===== src/rtl/mem_ops_pkg.sv =====
// Shared store/load unit encodings: store control codes and store FSM states.
package mem_ops_pkg;

  typedef enum logic [2:0] {
    ST_NOP = 3'b000,
    SB     = 3'b001,
    SH     = 3'b010,
    SW     = 3'b011
  } st_ctrl_t;

  typedef enum logic [0:0] {
    ST_IDLE  = 1'b0,
    ST_MERGE = 1'b1
  } st_state_t;

  function automatic logic is_rmw(input st_ctrl_t c);
    return (c == SB) || (c == SH);
  endfunction

endpackage


===== src/rtl/store_merge.sv =====
// Lane merge for sub-word stores: splices new byte/halfword into the old memory word.
// Purely combinational, zero latency, no flow control.
module store_merge
  import mem_ops_pkg::*;
(
  input  logic [31:0] old_word,
  input  logic [15:0] new_data,
  input  logic [1:0]  lane,
  input  st_ctrl_t    ctrl,
  output logic [31:0] merged
);

  always_comb begin
    merged = old_word;
    case (ctrl)
      SB: begin
        case (lane)
          2'd0: merged[7:0]   = new_data[7:0];
          2'd1: merged[15:8]  = new_data[7:0];
          2'd2: merged[23:16] = new_data[7:0];
          2'd3: merged[31:24] = new_data[7:0];
          default: merged = old_word;
        endcase
      end
      // Halfword lane is picked by lane[1] only; lane[0] is a don't-care here.
      SH: begin
        if (lane[1]) merged[31:16] = new_data;
        else         merged[15:0]  = new_data;
      end
      default: merged = old_word;
    endcase
  end

endmodule


===== src/rtl/store_unit.sv =====
// RV32 store unit on a word-wide memory: SW writes in 1 cycle, SB/SH do read-modify-write in 2.
// Stalls PC during the RMW read and other exec during the RMW write; STORE_MISALIGN_TRAP_EN adds a misalign trap.
module store_unit
  import mem_ops_pkg::*;
#(
  parameter int ADDR_W = 10
) (
  input  logic              i_clk,
  input  logic              i_rst_n,
  input  logic [31:0]       rs1_val,
  input  logic [31:0]       rs2_val,
  input  logic [31:0]       imm,
  input  logic [2:0]        store_control,
  input  logic [31:0]       mem_rdata,
  output logic              stall_pc,
  output logic              stall_other_exec,
  output logic              mem_rw_mode,
  output logic [ADDR_W-1:0] mem_addr,
  output logic [31:0]       mem_wdata
`ifdef STORE_MISALIGN_TRAP_EN
  ,
  output logic              store_misalign
`endif
);

  logic [31:0]       eff_addr;
  logic [ADDR_W-1:0] word_addr;
  logic [1:0]        lane;
  st_ctrl_t          ctrl;
  st_state_t         state_q, state_d;
  logic [ADDR_W-1:0] addr_q;
  logic [1:0]        lane_q;
  logic [15:0]       data_q;
  st_ctrl_t          ctrl_q;
  logic              start_rmw;
  logic              misalign;
  logic [31:0]       merged;
  logic              unused_bits;

  assign eff_addr    = rs1_val + imm;
  assign word_addr   = eff_addr[ADDR_W+1:2];
  assign lane        = eff_addr[1:0];
  assign ctrl        = st_ctrl_t'(store_control);
  assign unused_bits = ^{eff_addr[31:ADDR_W+2], rs2_val[31:16]};

`ifdef STORE_MISALIGN_TRAP_EN
  assign misalign       = ((ctrl == SH) && lane[0]) || ((ctrl == SW) && (lane != 2'b00));
  assign store_misalign = (state_q == ST_IDLE) && misalign;
`else
  assign misalign = 1'b0;
`endif

  always_comb begin
    state_d          = state_q;
    mem_rw_mode      = 1'b0;
    mem_addr         = '0;
    mem_wdata        = '0;
    stall_pc         = 1'b0;
    stall_other_exec = 1'b0;
    start_rmw        = 1'b0;
    case (state_q)
      ST_IDLE: begin
        if (!misalign) begin
          if (ctrl == SW) begin
            mem_rw_mode = 1'b1;
            mem_addr    = word_addr;
            mem_wdata   = rs2_val;
          end else if (is_rmw(ctrl)) begin
            mem_addr  = word_addr;
            stall_pc  = 1'b1;
            start_rmw = 1'b1;
            state_d   = ST_MERGE;
          end
        end
      end
      // Inputs are ignored here; the RMW write uses only captured fields and mem_rdata.
      ST_MERGE: begin
        mem_rw_mode      = 1'b1;
        mem_addr         = addr_q;
        mem_wdata        = merged;
        stall_other_exec = 1'b1;
        state_d          = ST_IDLE;
      end
      default: state_d = ST_IDLE;
    endcase
  end

  always_ff @(posedge i_clk or negedge i_rst_n) begin
    if (!i_rst_n) begin
      state_q <= ST_IDLE;
      addr_q  <= '0;
      lane_q  <= '0;
      data_q  <= '0;
      ctrl_q  <= ST_NOP;
    end else begin
      state_q <= state_d;
      if (start_rmw) begin
        addr_q <= word_addr;
        lane_q <= lane;
        data_q <= rs2_val[15:0];
        ctrl_q <= ctrl;
      end
    end
  end

  store_merge u_merge (
    .old_word (mem_rdata),
    .new_data (data_q),
    .lane     (lane_q),
    .ctrl     (ctrl_q),
    .merged   (merged)
  );

endmodule


===== config.mk =====
export PLATFORM = sky130hd
export DESIGN_NAME = store_unit
export DESIGN_NICKNAME = d
export VERILOG_FILES = /design/src/rtl/mem_ops_pkg.sv /design/src/rtl/store_merge.sv /design/src/rtl/store_unit.sv
export SDC_FILE = /design/constraint.sdc
export NUM_CORES = 1
export LEC_CHECK = 0
export BUFFER_PORTS_ARGS = -buffer_cell sky130_fd_sc_hd__buf_2
export CAP_MARGIN = 20
export CORE_MARGIN = 1.5
export CORE_UTILIZATION = 40
export DETAILED_ROUTE_END_ITERATION = 6
export PLACE_DENSITY = 0.73
export SYNTH_ARGS = -nofsm -noshare
export SYNTH_HDL_FRONTEND = slang
export SYNTH_SLANG_ARGS = --single-unit

===== constraint.sdc =====
create_clock -name i_clk -period 3 [get_ports i_clk]
set_clock_uncertainty 0.15 [all_clocks]
set_input_delay 0.6 -clock i_clk [delete_from_list [all_inputs] [get_ports i_clk]]
set_output_delay 0.6 -clock i_clk [all_outputs]
set_load 0.1 [all_outputs]

==> metrics.csv <==
stage,metric,value,unit
setup_path,ff2ff_setup_slack,0.87,ns
layout,nets,566,
pwr,total_power,2.80,mW
job,maxCapViolations,0,
layout,drive_above_1_share,0.647,
floorplanning,start_util,0.414,
setup_path,reg2reg_depth,6,
route,drt_iter0_drc,159,
synthesis,synth-main-ff-cell,dfrtp_1,
clocking,cts_inserted_buffers,5,
setup_path,cp-start-kind,input pin,
synthesis,synth_top_area_cell,dfrtp_1,
clocking,clk_pin_slew,0.07,ns
placed_design,routabilityCongestion,0.824,
clocking,cts_root_buf,clkbuf_8,
clocking,tritoncts,done,
pwr,powerDensity,623,mW/mm²
placed_design,post-place-ws,-0.268,ns
synthesis,synth-seq-cells,32,
synthesis,yosys_warnings,0,
clocking,htreeDepth,2,
clocking,ctsHoldBuffers,0,
sta,relSlewSlack,0.505,
sta,fin_crit,3.17,ns
setup_path,regToRegStartpoint,state_q,
setup_path,path_cells,"buf_6, ha_4, fa_2, a21o_1, a221oi_4, o21bai_1, xor2_1, a22o_4, buf_12",
setup_path,crit_fanout,3,
synthesis,syn_area,0.00281,mm²
setup_path,end_kind,primary output,
synthesis,synth_cells,277,
clocking,clock_path_buffers,2,
global_routing,grt_overflow_total,0,
sta,timing.hold.ws,0.221,ns
global_routing,grt_max_degree,33,
global_routing,antenna_found_initial,0,
floorplanning,die_x,86.9,µm
sta,rsz0062_at_grt,true,
synthesis,synth-edff-count,0,
synthesis,syn_avg_cell_area,10.2,µm²
clocking,clock_sinks,32,
placed_design,portBuffers,137,
sta,slew_violations,0,
route,drt-total-wl,8720,µm
synthesis,synth_top_area_share,0.285,
floorplanning,rows,30,
floorplanning,die_h,86.9,µm
synthesis,synth.most_common_cell,a22o_1,
route,via_per_inst,5.50,
sta,finalSetupTns,-0.569,ns
synthesis,ys_async_sr_fraction,1.00,
placed_design,dpl.hpwl,6540,µm
sta,finalHoldViolCount,0,
floorplanning,pin_count,178,
setup_path,slowest_stage,fa_2,
route,dr.pass1.iters,4,
setup_path,crit_type,input pin to primary output,
setup_path,worstPathRequired,2.25,ns
sta,worst_pin_slew,0.743,ns
setup_path,worst_ep_arrival_time,2.42,ns
sta,fin_crit_sh,1.06,
sta,setup_slack,-0.172,ns
route,wl_per_cell,16.8,µm
route,post-route-drc-count,0,
sta,max_freq,315,MHz
route,antenna_left,0,
global_routing,track_usage,0.229,
setup_path,cpPeakStageDelay,0.34,ns
floorplanning,dieArea,0.00754,mm²
floorplanning,core,0.00679,mm²
outcome,violations,negative setup slack,
outcome,status,"finished, violations left",
layout,syn_to_final_growth,59.8,%
layout,final_util,0.662,
synthesis,yosys-top-cells-count,"a22o_1 (41), mux2_2 (38), dfrtp_1 (32)",
pwr,vdd_ir_drop_max,0.000457,V
clocking,clk_latency,0.28,ns
pwr,leakagePower,2.14,nW
global_routing,first_global_vias,2830,
synthesis,ys_top_cells_by_area,"dfrtp_1 (28%), mux2_2 (15%), a22o_1 (13%), a221o_1 (5.7%), ha_1 (4.9%)",
route,vias,2851,
worst_hold_path,hp-class,input pin to asynchronous set/reset pin,
synthesis,ys_types,44,
synthesis,synth_nets,422,
global_routing,grt_pass1_wl,13700,µm
setup_path,r2r_end,data_q[10],
layout,diodes,0,
sta,setup_viol,6,
synthesis,synth-seq-area-share,0.285,
[sequential cells by signal, indices dropped and copies added (netlist names)]
register and flops:
data_q 16, lane_q 2, state_q 1, ctrl_q 3, addr_q 10
[worst max-delay path by stage]
stage	to	startpoint	slack, ns	depth (start not counted)
after global routing	mem_addr[6]	rs1_val[0]	-0.29	9
final	mem_addr[6]	rs1_val[0]	-0.17	9
after global placement	mem_addr[8]	rs1_val[0]	-0.21	9
after CTS	mem_addr[6]	rs1_val[0]	-0.20	9
after floorplan	mem_addr[9]	rs1_val[8]	-0.22	6
after detailed placement	mem_addr[8]	rs1_val[0]	-0.27	9
[layout make-up]
type | instances | area (µm²)
clock buffers | 6 | 72.6
clock inverters | 2 | 35.0
well taps | 96 | 120
multi-input cells | 225 | 2120
flip-flops and latches | 32 | 802
inverters | 1 | 3.75
fillers | 522 | 2300
repair buffers | 156 | 1340
[placed cells by master, fill, tap and decap left out, drive strengths merged, types with 3 or more instances in the layout]
master  synthesis  layout
a221o          16      16
ha             11      11
a21oi          14      14
xnor2           7       7
nand2          16      16
buf            11     155
dfrtp          32      32
o21ai           7       7
nor2           17      17
mux2i           8       8
nand2b          5       5
mux2           43      43
a21o            7       7
a22o           41      41
nand3           8       8
xor2            4       4
nor3            3       3
clkbuf          8       7
[routing by layer]
metal,GRT usage,up-vias,routed length [µm]
li1,-,1363,-
met1,0.296,1375,3640
met2,0.399,99,4510
met3,0.0398,14,414
met4,0.0469,0,155
met5,0,-,0
[worst max-delay path, delay by kind of cell]
kind                     cells  cell delay [ns]
adder cells (fa/ha/maj)      2             0.49
AO/OA/AOI/OAI                4             0.81
XOR/XNOR                     1             0.26
buffers and inverters        2             0.25
[cells by family (layout without fill, tap and decap cells)]
group           count (synthesis)  after routing  synth area share
fa+ha+maj                      12             12            0.0560
flops                          32             32             0.285
xor+xnor                       11             11            0.0343
simple gates                   55             55             0.105
mux                            51             51             0.203
compound gates                 96             96             0.280
buf+inv                        20            165            0.0365
[power by group]
group	internal, mW	total [mW]	leakage (nW)	switching (mW)
Sequential	0.539	0.647	0.378	0.108
Clock	0.247	0.413	0.0552	0.167
Combinational	0.707	1.74	1.70	1.03
[stage by stage]
stage               instance area, µm²  std cells
floorplan                         2900        277
global placement                  4240        509
detailed placement                4240        509
CTS                               4430        517
global route                      4490        518
finish                            4490        518
[what timing repair did]
action,CTS,global route
buffers inserted,0,2
gates resized for setup,11,23
endpoints found under the setup margin,12,16
pin swaps,8,11
No activity file was read; power rests on OpenSTA's default activity.
